## config.mk

```make
export PLATFORM = sky130hd
export DESIGN_NAME = analog_io_seq_ctrl
export DESIGN_NICKNAME = d
export VERILOG_FILES = /design/src/rtl/analog_io_seq_ctrl.sv
export SDC_FILE = /design/constraint.sdc
export NUM_CORES = 1
export LEC_CHECK = 0
export CORE_ASPECT_RATIO = 0.6
export CORE_MARGIN = 3
export CORE_UTILIZATION = 25
export CTS_BUF_LIST = sky130_fd_sc_hd__clkbuf_16
export DETAILED_ROUTE_END_ITERATION = 16
export GPL_ROUTABILITY_DRIVEN = 1
export SLEW_MARGIN = 15
export SYNTH_ARGS = -nofsm -noshare
export SYNTH_HDL_FRONTEND = slang
export SYNTH_SLANG_ARGS = --single-unit
```

## constraint.sdc

```tcl
create_clock -name wb_clk_i -period 2.4 [get_ports wb_clk_i]
set_clock_uncertainty 0.1 [all_clocks]
set_input_delay 0.72 -clock wb_clk_i [delete_from_list [all_inputs] [get_ports wb_clk_i]]
set_output_delay 0.72 -clock wb_clk_i [all_outputs]
set_load 0.05 [all_outputs]
```

## src/rtl/analog_io_seq_ctrl.sv

```systemverilog
// Wishbone-programmable analog pad safe-state control with a bias enable
// sequencer (OFF -> UP -> ACTIVE -> DN) and a programmable settle time.
module analog_io_seq_ctrl #(
    parameter int          N_CH      = 6,
    parameter logic [31:0] BASE_ADDR = 32'h3000_0100,
    parameter int          SETTLE_W  = 16
) (
    input  logic            wb_clk_i,
    input  logic            wb_rst_i,
    input  logic            wbs_cyc_i,
    input  logic            wbs_stb_i,
    input  logic            wbs_we_i,
    input  logic [3:0]      wbs_sel_i,
    input  logic [31:0]     wbs_adr_i,
    input  logic [31:0]     wbs_dat_i,
    output logic [31:0]     wbs_dat_o,
    output logic            wbs_ack_o,
    output logic [N_CH-1:0] io_oeb,
    output logic [N_CH-1:0] io_out,
    output logic            bias_en_o,
    output logic            irq_o
);

    typedef enum logic [1:0] {
        OFF    = 2'd0,
        UP     = 2'd1,
        ACTIVE = 2'd2,
        DN     = 2'd3
    } state_t;

    localparam logic [31:0] SETTLE_RST = 32'h0000_00FF;

    state_t              state;
    logic [SETTLE_W-1:0] cnt;
    logic [SETTLE_W-1:0] settle;
    logic [N_CH-1:0]     drive;
    logic [N_CH-1:0]     outv;
    logic                en;
    logic                irq_en;
    logic                done;

    logic        hit;
    logic        fire;
    logic        wr;
    logic        w1c;
    logic        busy;
    logic [5:0]  off;
    logic [31:0] rd;
    logic [31:0] wdata;

    function automatic logic [31:0] merge(
        input logic [31:0] old,
        input logic [31:0] d,
        input logic [3:0]  sel
    );
        logic [31:0] r;
        r = old;
        for (int b = 0; b < 4; b++) begin
            if (sel[b]) r[8*b +: 8] = d[8*b +: 8];
        end
        return r;
    endfunction

    assign hit  = wbs_cyc_i & wbs_stb_i
                & (wbs_adr_i[31:8] == BASE_ADDR[31:8]);
    assign fire = hit & ~wbs_ack_o;
    assign wr   = fire & wbs_we_i;
    assign off  = wbs_adr_i[7:2];
    assign busy = (state == UP) | (state == DN);
    assign w1c  = wr & (off == 6'h01) & wbs_sel_i[0] & wbs_dat_i[4];

    always_comb begin
        rd = '0;
        case (off)
            6'h00:   rd = {30'd0, irq_en, en};
            6'h01:   rd = {27'd0, done, busy, 1'b0, state};
            6'h02:   rd = 32'(settle);
            6'h03:   rd = 32'(drive);
            6'h04:   rd = 32'(outv);
            default: rd = '0;
        endcase
    end

    // Byte-lane merge onto the current value keeps unselected bytes intact.
    assign wdata = merge(rd, wbs_dat_i, wbs_sel_i);

    logic unused_ok;
    assign unused_ok = ^{wbs_adr_i[1:0], wdata};

    always_ff @(posedge wb_clk_i) begin
        if (!wb_rst_i) begin
            wbs_ack_o <= 1'b0;
            wbs_dat_o <= '0;
            en        <= 1'b0;
            irq_en    <= 1'b0;
            settle    <= SETTLE_RST[SETTLE_W-1:0];
            drive     <= '0;
            outv      <= '0;
        end else begin
            wbs_ack_o <= fire;
            wbs_dat_o <= (fire & ~wbs_we_i) ? rd : '0;
            if (wr) begin
                case (off)
                    6'h00: {irq_en, en} <= wdata[1:0];
                    6'h02: settle       <= wdata[SETTLE_W-1:0];
                    6'h03: drive        <= wdata[N_CH-1:0];
                    6'h04: outv         <= wdata[N_CH-1:0];
                    default: ;
                endcase
            end
        end
    end

    always_ff @(posedge wb_clk_i) begin
        if (!wb_rst_i) begin
            state     <= OFF;
            cnt       <= '0;
            done      <= 1'b0;
            bias_en_o <= 1'b0;
            io_oeb    <= '1;
            io_out    <= '0;
            irq_o     <= 1'b0;
        end else begin
            irq_o  <= done & irq_en;
            io_oeb <= '1;
            io_out <= '0;
            // A DONE set below overrides this clear in the same cycle.
            if (w1c) done <= 1'b0;
            unique case (state)
                OFF: begin
                    if (en) begin
                        state     <= UP;
                        cnt       <= settle;
                        bias_en_o <= 1'b1;
                    end
                end
                UP: begin
                    if (!en) begin
                        state <= DN;
                        cnt   <= settle;
                    end else if (cnt == '0) begin
                        state  <= ACTIVE;
                        done   <= 1'b1;
                        io_oeb <= ~drive;
                        io_out <= drive & outv;
                    end else begin
                        cnt <= cnt - 1'b1;
                    end
                end
                ACTIVE: begin
                    if (!en) begin
                        state <= DN;
                        cnt   <= settle;
                    end else begin
                        io_oeb <= ~drive;
                        io_out <= drive & outv;
                    end
                end
                DN: begin
                    if (en) begin
                        state <= UP;
                        cnt   <= settle;
                    end else if (cnt == '0) begin
                        state     <= OFF;
                        done      <= 1'b1;
                        bias_en_o <= 1'b0;
                    end else begin
                        cnt <= cnt - 1'b1;
                    end
                end
            endcase
        end
    end

endmodule
```

Word-level counts from Yosys, hierarchy flattened
Index checks and enable logic that the tools add are counted.

Bits in registers: 96.

$add $sub $neg: 1. Reduce and logical (&&, ||, !) cells: 12. Eq/ne operators: 14. Mux-type cells: 33. Bitwise gates (word level): 14.

Operators by type and width (count): 16-bit 2-to-1 mux (5); 16-bit one-hot mux with 5 select lines (1); 16-bit one-hot mux with 4 select lines (1); 6-bit 2-to-1 mux (6); 24-bit by 22-bit equality test with 1-bit output (second input constant) (1); 6-bit one-hot mux with 2 select lines (2); 16-bit zero test (1); 8-bit 2-to-1 mux (2); 16-bit by 1-bit subtractor with 16-bit output (second input constant) (1); 6-bit by 2-bit equality test with 1-bit output (second input constant) (2); 2-bit 2-to-1 mux (6); 2-bit AND reduction (6); 1-bit AND (9); 2-bit one-hot mux with 4 select lines (1); 4-bit AND reduction (2); 1-bit 2-to-1 mux (7); 6-bit AND (1); 6-bit by 1-bit equality test with 1-bit output (second input constant) (1); 6-bit by 3-bit equality test with 1-bit output (second input constant) (1); 6-bit zero test (1); 2-bit != test (second input constant) (3); 3-bit by 2-bit != test with 1-bit output (second input constant) (2); 6-bit NOT (1); 2-bit equality test (second input constant) (2); 7 further kinds (9).

Longest topological paths before layout
Gate-level depths: netlist of run 1.

Depth in word-level cells: 11. Depth in mapped cells: 9. Depth with buffers taken out: 7.

Least setup slack after synthesis of run 1
Ideal clock, no wire load.

Path kind: input to register. Start point: in wbs_adr_i[11]. End point: reg drive[0]. Stages: 6. Buffers on the path: 1. Setup time: 0.073 ns. Path slack: -0.009 ns. Data arrival time: 2.237 ns. Cell sequence: nor4b_4 > nand4_4 > or3_4 > buf_6 > or3_4 > o22ai_2.

Word-level cells in the longest chain between the ends: 5.

RTL lines: start: declaration (line 14) `input logic [31:0] wbs_adr_i,`; 24-bit by 22-bit equality test with 1-bit output (line 65) `& (wbs_adr_i[31:8] == BASE_ADDR[31:8]);`; 1-bit AND (line 65); 1-bit AND (line 66) `assign fire = hit & ~wbs_ack_o;`; 1-bit AND (line 67) `assign wr = fire & wbs_we_i;`; 2-bit AND reduction (no line); end signal: assignment (line 106) `6'h03: drive <= wdata[N_CH-1:0];`; end: declaration (line 36) `logic [N_CH-1:0] drive;`.

Every way passes these cells. A chain may end at the register's enable or synchronous reset.

Worst setup path in the final report of run 1
Start point: in wbs_adr_i[10]. End point: reg settle[1].

Word-level cells in the longest chain between the ends: 5.

RTL lines: 24-bit by 22-bit equality test with 1-bit output (line 65); 1-bit AND (line 65); 1-bit AND (line 66); 1-bit AND (line 67); 2-bit AND reduction (no line); end signal: assignment (line 96) `settle <= SETTLE_RST[SETTLE_W-1:0];`; end signal: assignment (line 105) `6'h02: settle <= wdata[SETTLE_W-1:0];`; end: declaration (line 35) `logic [SETTLE_W-1:0] settle;`.

Every way passes these cells.

==> metrics.log, run 1 <==
INFO  metric synth_cells = 448
INFO  metric grt_antenna_before_repair = 0
INFO  metric yosys_warnings = 0
INFO  metric power.switching = 0.7402 mW
INFO  metric finalHoldViolations = 0
INFO  metric ys_ff_latch = 80
INFO  metric r2r_depth = 8
INFO  metric share_clk_of_total_power = 47.9%
INFO  metric setup_repair_after_global_routing_missed_its_margin = no
INFO  metric switching_share = 23.89%
INFO  metric port_buffers = 83
INFO  metric worstReg2RegEnd = cnt[8]$_SDFFE_PN0P_
INFO  metric antenna_cells = 0
INFO  metric detail-route-antenna-nets = 0
INFO  metric dr_total_vias = 4077
INFO  metric clock_sinks = 80
INFO  metric grt_remaining_overflow = 0
INFO  metric synthFlopType = dfxtp_1
INFO  metric crit_path_start = wbs_adr_i[10]
INFO  metric number_of_drc_markers_after_the_initial_detailed_route_iteration = 351
INFO  metric drt_drc_violations_left = 0
INFO  metric dp_slack = -0.6839 ns
INFO  metric grt_pass1_wl = 21160 um
INFO  metric share_of_power_burned_in_combinational_logic = 9.2%
INFO  metric clock_insertion_delay_worst_skew = 0.34 ns
INFO  metric seq_power_share = 42.8%
INFO  metric placement_rows = 35
INFO  metric detail_route.vias_per_cell = 5.052
INFO  metric clockBufferDepth = 2
INFO  metric worst_case_headroom_to_the_max_slew_limit = 64.45%
INFO  metric grt_max_degree = 30
INFO  metric fmax = 430.8 MHz
INFO  metric layout.filler_cells = 1521
INFO  metric synth_common_cells = 80 x dfxtp_1, 57 x nand2_1, 35 x nor2_1
INFO  metric critical_path_required = 2.50 ns
INFO  metric yosysSeqAreaShare = 39.47%
INFO  metric average_wire_per_standard_cell = 17.06 um
INFO  metric setup_viol_count_final = 0
INFO  metric synthTopCellsByArea = dfxtp_1 39%, mux2i_1 5.7%, nand2_1 5.3%, nor2_1 3.2%, buf_4 3.0%
INFO  metric areaGrowthSynthToFinish = 51.25%
INFO  metric timing.critical_path.arrival = 2.42 ns
INFO  metric fin_ws = 0.07900 ns
INFO  metric firstDrtPassIters = 6
INFO  metric grt_pass1_vias = 3951
INFO  metric initial_standard_cell_utilization_of_the_core = 25.95%
INFO  metric crit_type = primary input to flop
INFO  metric ys_types = 71
INFO  metric post-route-period-util = 96.71%
INFO  metric coreArea = 15630 um^2
INFO  metric cap_violations = 0
INFO  metric cts_tree = built
INFO  metric route.final.wire_length = 13760 um
INFO  metric cts_buffers = 9
INFO  metric synth_area = 4058 um^2
INFO  metric gp_congestion = 0.9125
INFO  metric path_max_fanout = 5
INFO  metric die_y = 104.7 um
INFO  metric global_route.usage.total = 15.09%
INFO  metric power.total = 3.098 mW
INFO  metric setup.reg_to_reg.worst_slack = 0.11 ns
INFO  metric most_common_cell_in_the_synthesized_netlist = dfxtp_1
INFO  metric outcome = finished, final reports clean
INFO  metric maxSlewViolCount = 0
INFO  metric cts_root_buffer = clkbuf_16
INFO  metric post-route-min-period = 2.321 ns
INFO  metric number_of_h_tree_levels = 3
INFO  metric timing.hold.worst.class = flop to flop
INFO  metric synth_area_per_cell = 9.057 um^2
INFO  metric yosys.area.top_type_share = 39.47%
INFO  metric critPathCapture = settle[1]$_SDFFE_PN1P_
INFO  metric floorplan.die.width = 170.5 um
INFO  metric edff_count_synth = 0
INFO  metric cts.reportedPaths.clkPinSlew = 0.06 ns
INFO  metric dp_hpwl = 10400 um
INFO  metric asyncSetResetFlopFracSynth = 0%
INFO  metric synth_top_cell_by_area = dfxtp_1
INFO  metric power_per_cell_area = 504.8 nW/um^2
INFO  metric drive_gt1_share = 27.32%
INFO  metric setup.worst_path.start_class = primary input
INFO  metric layout.nets = 677
INFO  metric peakVddDrop = 328.3 uV
INFO  metric design.die.area = 17850 um^2
INFO  metric holdBufCountCts = 0
INFO  metric internal_portion_of_total_power = 2.358 mW
INFO  metric cp-end-kind = flop
INFO  metric power.static_leakage = 2.511 nW
INFO  metric io-pin-count = 120
INFO  metric critical_path.reg2reg.startpoint = cnt[0]$_SDFFE_PN0P_
INFO  metric tightest_slew = 0.5301 ns
-- cell type report --
type	instances	area [um^2]	share of cell area, %
Sequential cell	80	1602	26.10
Multi-Input combinational cell	335	2432	39.63
Clock buffer	9	225.2	3.670
Clock inverter	7	96.34	1.570
Tap cell	203	254.0	4.139
Inverter	9	33.78	0.5505
Timing Repair Buffer	164	1494	24.34
-- sequential cells by signal (all words and copies together), names as in the netlist --
name	cells
irq_o	1
io_oeb	6
irq_en	1
outv	6
en	1
state	2
wbs_dat_o	16
cnt	16
wbs_ack_o	1
settle	16
bias_en_o	1
drive	6
done	1
io_out	6
-- cells by family (layout without fill, tap and decap cells) --
family	count (synthesis)	in the layout	share of synthesized area [%]
compound gates	98	98	18.16
fa+ha+maj	5	5	1.542
buf+inv	48	189	6.445
flops	80	80	39.47
mux	26	26	6.506
other cells	1	16	0.09242
simple gates	190	190	27.78
-- worst max-delay path, stage by stage --
cell and delay [ns]:
dlygate4sd2_1 0.26, nor4b_4 0.30, nand4_4 0.16, or4_4 0.63, buf_16 0.17, nand2_1 0.09
o311ai_2 0.10
-- through the flow --
step | cell area [um^2] | setup TNS [ns] | hold WS [ns] | utilization (%) | cells
6_report | 6137 | 0 | 0.3570 | 39.26 | 807
2_1_floorplan | 4114 | 0 | 0.3178 | - | 463
5_1_grt | 6137 | 0 | 0.3814 | 39.26 | 807
4_1_cts | 6058 | 0 | 0.3583 | 38.75 | 807
3_3_place_gp | 5499 | -19.83 | 0.3445 | 35.17 | 781
3_5_place_dp | 5499 | -21.67 | 0.3466 | 35.17 | 781
-- worst min path at each step --
stage / slack [ns] / from / cells past startpoint / to
6_report: 0.36 / outv[5]$_SDFFE_PN0P_ / 2 / io_out[5]$_SDFF_PN0_
5_1_grt: 0.38 / outv[4]$_SDFFE_PN0P_ / 2 / io_out[4]$_SDFF_PN0_
4_1_cts: 0.36 / outv[3]$_SDFFE_PN0P_ / 2 / io_out[3]$_SDFF_PN0_
3_5_place_dp: 0.35 / outv[4]$_SDFFE_PN0P_ / 2 / io_out[4]$_SDFF_PN0_
3_3_place_gp: 0.34 / outv[2]$_SDFFE_PN0P_ / 2 / io_out[2]$_SDFF_PN0_
2_1_floorplan: 0.32 / outv[2]$_SDFFE_PN0P_ / 2 / io_out[2]$_SDFF_PN0_
-- layer usage --
layer / vias to the layer above / part of all wire [%] / global-route usage, %
li1: 1945 / - / -
met3: 17 / 8.9 / 4.915
met2: 205 / 41 / 21.02
met4: 0 / 1.3 / 3.935
met1: 1910 / 49 / 22.14
met5: - / 0 / 0
-- layout by cell type (no fill, tap or decap), types with 4 or more instances in the layout --
| cell type | instances |
|---|---|
| ha_1 | 5 |
| nor4_1 | 4 |
| clkdlybuf4s50_1 | 37 |
| o31ai_1 | 4 |
| nor4bb_1 | 4 |
| o21ai_0 | 13 |
| a31oi_1 | 5 |
| nor2_1 | 34 |
| mux2i_1 | 23 |
| buf_12 | 4 |
| nand2_1 | 55 |
| o211ai_1 | 13 |
| nand3_1 | 14 |
| or4_1 | 6 |
| dlymetal6s2s_1 | 8 |
| nor3_1 | 9 |
| nor2b_1 | 4 |
| buf_4 | 86 |
| and3_1 | 4 |
| conb_1 | 16 |
| dlygate4sd2_1 | 18 |
| inv_1 | 9 |
| a21oi_1 | 16 |
| buf_6 | 6 |
| dfxtp_1 | 80 |
| and2_1 | 11 |
| nor4_4 | 7 |
| clkbuf_16 | 9 |
| o41ai_2 | 9 |
-- repair_timing --
action                                  in CTS  in global routing
endpoints found under the setup margin      44                 45
gates cloned                                 1                  0
setup buffers                                9                  1
pin swaps                                   22                 14
gates resized for setup                     51                 22
-- power groups by stage --
| stage | Combinational, mW | Sequential [mW] | Clock [mW] |
|---|---|---|---|
| finish | 0.287 | 1.33 | 1.48 |
| global route | 0.301 | 1.33 | 1.57 |
| CTS | 0.281 | 1.33 | 1.51 |
| detailed placement | 0.278 | 1.36 | 0 |
| global placement | 0.275 | 1.36 | 0 |
| floorplan | 0.138 | 1.36 | 0 |
Power figures use the tool's default switching activity.
==> inputs of run 2 (changes only) <==
GPL_TIMING_DRIVEN = 0   (was unset)
==> metrics.log, run 2 (synthesized netlist as in run 1, its figures left out) <==
INFO  metric number_of_drc_markers_after_the_initial_detailed_route_iteration = 313 (-11%)
INFO  metric grt_antenna_before_repair = 1 (+1)
INFO  metric die_y = 104.7 um (unchanged)
INFO  metric setup.worst_path.start_class = primary input
INFO  metric global_route.usage.total = 15.78% (+0.69 points)
INFO  metric instance_count_along_the_most_critical_hold_path = 2 (unchanged)
INFO  metric holdBufCountCts = 0 (unchanged)
INFO  metric layout.nets = 660 (-2.5%)
INFO  metric port_buffers = 82 (-1.2%)
INFO  metric post-route-min-period = 2.408 ns (+0.08657 ns)
INFO  metric grt_pass1_wl = 21980 um (+3.8%)
INFO  metric number_of_h_tree_levels = 3 (unchanged)
INFO  metric timing.hold.worst.class = flop to flop
INFO  metric dp_slack = -1.376 ns (-0.6919 ns)
INFO  metric timing.hold.worst_endpoint = io_out[5]$_SDFF_PN0_
INFO  metric setup.reg_to_reg.worst_slack = 0.14 ns (+0.03 ns)
INFO  metric finish.utilization = 38.46% (-0.80 points)
INFO  metric cts.reportedPaths.clkPinSlew = 0.06 ns (about the same)
INFO  metric worst_case_headroom_to_the_max_slew_limit = 49.49% (-15 points)
INFO  metric critical_path.reg2reg.startpoint = state[1]$_SDFFE_PN0P_
INFO  metric route.final.wire_length = 14180 um (+3.0%)
INFO  metric cts_buffers = 9 (unchanged)
INFO  metric fmax = 415.4 MHz (-3.6%)
INFO  metric drive_gt1_share = 23.85% (-3.5 points)
INFO  metric grt_remaining_overflow = 0 (unchanged)
INFO  metric tightest_slew = 0.7507 ns (+0.2206 ns)
INFO  metric layout_commonest_cell = dfxtp_1
INFO  metric detail_route.vias_per_cell = 5.198 (+2.9%)
INFO  metric grt_pass1_vias = 4093 (+3.6%)
INFO  metric hold_path.startpoint = outv[5]$_SDFFE_PN0P_
INFO  metric outcome = finished, violations left
INFO  metric top_usage_layer = met1
INFO  metric timing.critical_path.arrival = 2.54 ns (+0.12 ns)
INFO  metric io-pin-count = 120 (unchanged)
INFO  metric power.total = 2.838 mW (-8.4%)
INFO  metric placement_rows = 35 (unchanged)
INFO  metric met2_use_gr = 21.27% (+0.26 points)
INFO  metric clock_insertion_delay_worst_skew = 0.34 ns (about the same)
INFO  metric path_max_fanout = 7 (+2)
INFO  metric average_wire_per_standard_cell = 17.93 um (+5.1%)
INFO  metric grt.met1_usage = 23.07% (+0.92 points)
INFO  metric layout.cells.most_common_list = 80 x dfxtp_1, 57 x nand2_1, 51 x clkdlybuf4s50_1
INFO  metric cts_root_buffer = clkbuf_16
INFO  metric post-route-period-util = 100.3% (+3.6 points)
INFO  metric top_regs = cnt: 16 flops, settle: 16 flops, wbs_dat_o: 16 flops
INFO  metric gp_congestion = 0.9394 (+2.9%)
INFO  metric layout.filler_cells = 1562 (+2.7%)
INFO  metric peakVddDrop = 308.0 uV (-6.2%)
INFO  metric clockBufferDepth = 2 (unchanged)
INFO  metric maxSlewViolCount = 0 (unchanged)
INFO  metric grt_max_degree = 13 (-57%)
INFO  metric areaGrowthSynthToFinish = 48.17%
INFO  metric floorplan.die.width = 170.5 um (unchanged)
INFO  metric failing_checks = negative setup slack
INFO  metric power.static_leakage = 2.385 nW (-5.0%)
INFO  metric crit_type = primary input to flop
INFO  metric final.setup.tns = -0.007566 ns (-0.007566 ns)
INFO  metric finalHoldViolations = 0 (unchanged)
INFO  metric setup_viol_count_final = 1 (+1)
INFO  metric cp-end-kind = flop
INFO  metric setup_repair_after_global_routing_missed_its_margin = yes
INFO  metric clock_sinks = 80 (unchanged)
INFO  metric grtUsageMet3 = 5.633% (+0.72 points)
INFO  metric coreArea = 15630 um^2 (unchanged)
INFO  metric detail-route-antenna-nets = 0 (unchanged)
INFO  metric fin_ws = -0.007566 ns (-0.08657 ns)
INFO  metric cap_violations = 0 (unchanged)
INFO  metric dr_total_vias = 4112 (+0.86%)
INFO  metric design.die.area = 17850 um^2 (unchanged)
INFO  metric dp_hpwl = 10240 um (-1.6%)
INFO  metric initial_standard_cell_utilization_of_the_core = 25.95% (unchanged)
INFO  metric critical_path_required = 2.54 ns (+0.04 ns)
INFO  metric cts_tree = built
INFO  metric worstReg2RegEnd = cnt[3]$_SDFFE_PN0P_
INFO  metric power_per_cell_area = 472.1 nW/um^2 (-6.5%)
INFO  metric r2r_depth = 6 (-2)
INFO  metric firstDrtPassIters = 5 (-1)
INFO  metric drt_drc_violations_left = 0 (unchanged)
-- run 2: changes by cell type in the layout (fill, tap and decap cells not counted), moves of 4 or more --
cell / change
clkbuf_2: +16
clkdlybuf4s50_1: +14
clkdlybuf4s15_1: +4
dlymetal6s2s_1: -4
dlygate4sd2_1: -8
buf_4: -50
-- run 2: area by class of cell --
class	instances	area, um^2	area share [%]
timing repair buffer	111	1082	18.00
clock inverter	7	30.03	0.4995
tap	203	254.0	4.225
sequential	80	1602	26.64
buffer	36	264.0	4.391
multi-input combinational	335	2519	41.89
antenna	1	2.502	0.04162
inverter	9	33.78	0.5619
clock buffer	9	225.2	3.746
-- run 2: power breakdown --
group | switching, mW | leakage [nW] | internal [mW] | total, mW
Sequential | 0.00000000112 | 0.645 | 1.33 | 1.33
Clock | 0.545 | 0.133 | 0.680 | 1.23
Combinational | 0.172 | 1.61 | 0.113 | 0.285
Total | 0.717 | 2.39 | 2.12 | 2.84
-- run 2: what timing repair did --
action,4_1_cts,5_1_grt
setup endpoints to repair,78,68
pin swaps,27,13
resized for setup,90,49
gates cloned,2,0
setup buffers,23,4
-- run 2: routing by layer --
metal  part of all wire, %  up-vias
li1                      -     1906
met1                    48     1938
met2                    40      236
met3                    11       32
met4                   2.1        0
met5                     0        -
-- run 2: stage by stage --
step	area (um^2)	instances	hold WS (ns)
after CTS	5901	787	0.3553
after global routing	6010	790	0.3712
after floorplan	4114	463	0.3178
final	6012	791	0.3539
after detailed placement	5189	748	0.3470
after global placement	5189	748	0.3447
-- run 2: worst max-delay path by stage --
stage | start | endpoint | slack, ns | cells after the start
after global placement | wbs_adr_i[5] | drive[2]$_SDFFE_PN0P_ | -1.34 | 6
after floorplan | wbs_adr_i[23] | settle[3]$_SDFFE_PN1P_ | 0.005 | 5
final | wbs_adr_i[5] | en$_SDFFE_PN0P_ | -0.008 | 6
after CTS | wbs_adr_i[10] | outv[5]$_SDFFE_PN0P_ | 0.0001 | 8
after global routing | wbs_adr_i[5] | outv[0]$_SDFFE_PN0P_ | -0.03 | 6
after detailed placement | wbs_adr_i[5] | drive[2]$_SDFFE_PN0P_ | -1.38 | 6
-- run 2: worst max-delay path, cell delays in order --
cell	delay (ns)
clkdlybuf4s15_2	0.23
or3_1	0.39
buf_6	0.16
or4_4	0.49
and4_4	0.21
o41ai_2	0.35
==> inputs of run 3 (changes only) <==
CORE_MARGIN = unset   (was 3)
clock period = 1.9 ns   (was 2.4 ns; I/O delays follow)
==> metrics.log, run 3 (synthesized netlist as in run 1, its figures left out) <==
INFO  metric outcome = finished, violations left
INFO  metric failing_checks = design-rule violations, negative setup slack
INFO  metric placement_rows = 35 (unchanged)
INFO  metric critPathBufInv = 3 (+1)
INFO  metric cp-end-kind = flop
INFO  metric placed_cells = 748 (unchanged)
INFO  metric detail_route.vias_per_cell = 5.231 (+0.62%)
INFO  metric path_max_fanout = 5 (-2)
INFO  metric crit_type = primary input to flop
INFO  metric cts_tree = built
INFO  metric layout_commonest_cell = buf_4
INFO  metric clock_insertion_delay_worst_skew = 0.34 ns (about the same)
INFO  metric finalHoldViolations = 0 (unchanged)
INFO  metric power_per_cell_area = 536.8 nW/um^2 (+14%)
INFO  metric path_common_cell = buf_6
INFO  metric top_regs = cnt: 16 flops, settle: 16 flops, wbs_dat_o: 16 flops
INFO  metric critical_path.max_stage_delay = 0.55 ns (+0.06 ns)
INFO  metric tightest_slew = 0.7032 ns (-0.04759 ns)
INFO  metric cap_violations = 0 (unchanged)
INFO  metric drive_gt1_share = 44.79% (+21 points)
INFO  metric grt_antenna_before_repair = 0 (-1)
INFO  metric global_route.usage.total = 18.04% (+2.3 points)
INFO  metric number_of_h_tree_levels = 3 (unchanged)
INFO  metric finish.utilization = 44.82% (+6.4 points)
INFO  metric design.die.area = 16760 um^2 (-6.1%)
INFO  metric gp_congestion = 0.9224 (-1.8%)
INFO  metric grt_pass1_vias = 4132 (+0.95%)
INFO  metric detail-route-antenna-nets = 0 (unchanged)
INFO  metric post-route-period-util = 111.6%
INFO  metric port_buffers = 82 (unchanged)
INFO  metric fin_ws = -0.2208 ns (-0.2132 ns)
INFO  metric grt_remaining_overflow = 0 (unchanged)
INFO  metric fmax = 471.5 MHz
INFO  metric worst_case_headroom_to_the_max_slew_limit = 52.87% (+3.4 points)
INFO  metric setup_repair_after_global_routing_missed_its_margin = yes
INFO  metric areaGrowthSynthToFinish = 72.19%
INFO  metric dp_hpwl = 10020 um (-2.1%)
INFO  metric clock_sinks = 80 (unchanged)
INFO  metric cts_root_buffer = clkbuf_16
INFO  metric drt_drc_violations_left = 3 (+3)
INFO  metric holdBufCountCts = 0 (unchanged)
INFO  metric layout.cells.most_common_list = 74 x buf_4, 70 x dfxtp_1, 49 x nand2_1
INFO  metric initial_standard_cell_utilization_of_the_core = 26.03% (+0.073 points)
INFO  metric timing.critical_path.arrival = 2.23 ns (-0.31 ns)
INFO  metric average_wire_per_standard_cell = 18.49 um (+3.1%)
INFO  metric path_delay_family = simple AND/OR/NAND/NOR gates
INFO  metric antenna_cells = 0 (-1)
INFO  metric timing.critical_path.cells = buf_6 > nor4b_4 > nand4_4 > buf_6 > or4_4 > buf_8 > mux2i_1 > nand2_1
INFO  metric post-route-min-period = 2.121 ns
INFO  metric coreArea = 15590 um^2 (-0.28%)
INFO  metric floorplan.die.width = 166.5 um (-2.3%)
INFO  metric critical_path_required = 2.01 ns (-0.53 ns)
INFO  metric grt_pass1_wl = 23050 um (+4.9%)
INFO  metric grt_max_degree = 13 (unchanged)
INFO  metric firstDrtPassIters = 13 (+8)
INFO  metric number_of_drc_markers_after_the_initial_detailed_route_iteration = 272 (-13%)
INFO  metric cts_buffers = 9 (unchanged)
INFO  metric layout.nets = 707 (+7.1%)
INFO  metric die_y = 100.7 um (-3.8%)
INFO  metric layout.cells.non_filler = 837 (+5.8%)
INFO  metric timing.hold.worst.class = flop to flop
INFO  metric route.final.wire_length = 15480 um (+9.1%)
INFO  metric peakVddDrop = 316.6 uV (+2.8%)
INFO  metric clockBufferDepth = 2 (unchanged)
INFO  metric setup.worst_path.start_class = primary input
INFO  metric dr_total_vias = 4378 (+6.5%)
INFO  metric setup_viol_count_final = 72 (+71)
INFO  metric io-pin-count = 120 (unchanged)
INFO  metric crit_path_top_delay_cell = or4_4
INFO  metric power.static_leakage = 2.892 nW (+21%)
INFO  metric cts.reportedPaths.clkPinSlew = 0.06 ns (about the same)
INFO  metric maxSlewViolCount = 0 (unchanged)
## run 3: metal layers
| metal | part of all wire, % | vias up | GRT usage (%) |
|---|---|---|---|
| met1 | 46 | 2129 | 25.26 |
| met3 | 10 | 17 | 5.340 |
| li1 | - | 2006 | - |
| met4 | 1.2 | 0 | 4.843 |
| met2 | 42 | 226 | 26.76 |
| met5 | 0 | - | 0 |
## run 3: repair_timing
action | in CTS | in global routing
endpoints found under the setup margin | 110 | 80
setup buffers | 42 | 32
cloned | 4 | 0
gates resized for setup | 281 | 73
pin swaps | 67 | 35
## run 3: final cells by class
type / instances / area, um^2
multi-input cells: 336 / 3015
well taps: 203 / 254.0
clock inverters: 7 / 55.05
fillers: 1424 / 8603
plain buffers: 35 / 317.8
inverters: 9 / 38.79
flip-flops and latches: 80 / 1629
repair buffers: 158 / 1451
clock buffers: 9 / 225.2
## run 3: worst reg2reg max path: cells and delay by family, from the launching register on
| family | cells | cell delay (ns) |
|---|---|---|
| buffers and inverters | 2 | 0.32 |
| AND/OR/NAND/NOR | 4 | 1.02 |
| flip-flops | 1 | 0.34 |
| multiplexers | 1 | 0.15 |
## run 3: final timing paths
check | from | end | slack [ns] | depth (start not counted)
setup reg to reg | wbs_ack_o$_SDFF_PN0_ | settle[2]$_SDFFE_PN1P_ | -0.17 | 7
hold / removal | outv[4]$_SDFFE_PN0P_ | io_out[4]$_SDFF_PN0_ | 0.36 | 2
hold reg to reg | outv[4]$_SDFFE_PN0P_ | io_out[4]$_SDFF_PN0_ | 0.36 | 2
setup / recovery | wbs_adr_i[11] | settle[2]$_SDFFE_PN1P_ | -0.22 | 8
## run 3: power by group
group          internal (mW)  switching [mW]  total (mW)  leakage (nW)
clock                  0.995           0.696        1.69         0.147
sequential              1.67   0.00000000181        1.67         0.652
combinational          0.160           0.231       0.391          2.09
total                   2.82           0.927        3.75          2.89
## run 3: stage by stage
step / power (mW) / area [um^2] / setup slack (ns) / hold slack (ns) / setup TNS (ns)
floorplan: 1.901 / 4285 / -0.3092 / 0.3178 / -10.88
global route: 3.865 / 6987 / -0.2562 / 0.3853 / -10.82
detailed placement: 2.071 / 5360 / -1.361 / 0.3498 / -72.32
finish: 3.750 / 6987 / -0.2208 / 0.3587 / -6.541
CTS: 3.769 / 6531 / -0.2457 / 0.3625 / -6.487
global placement: 2.067 / 5360 / -1.300 / 0.3458 / -69.82
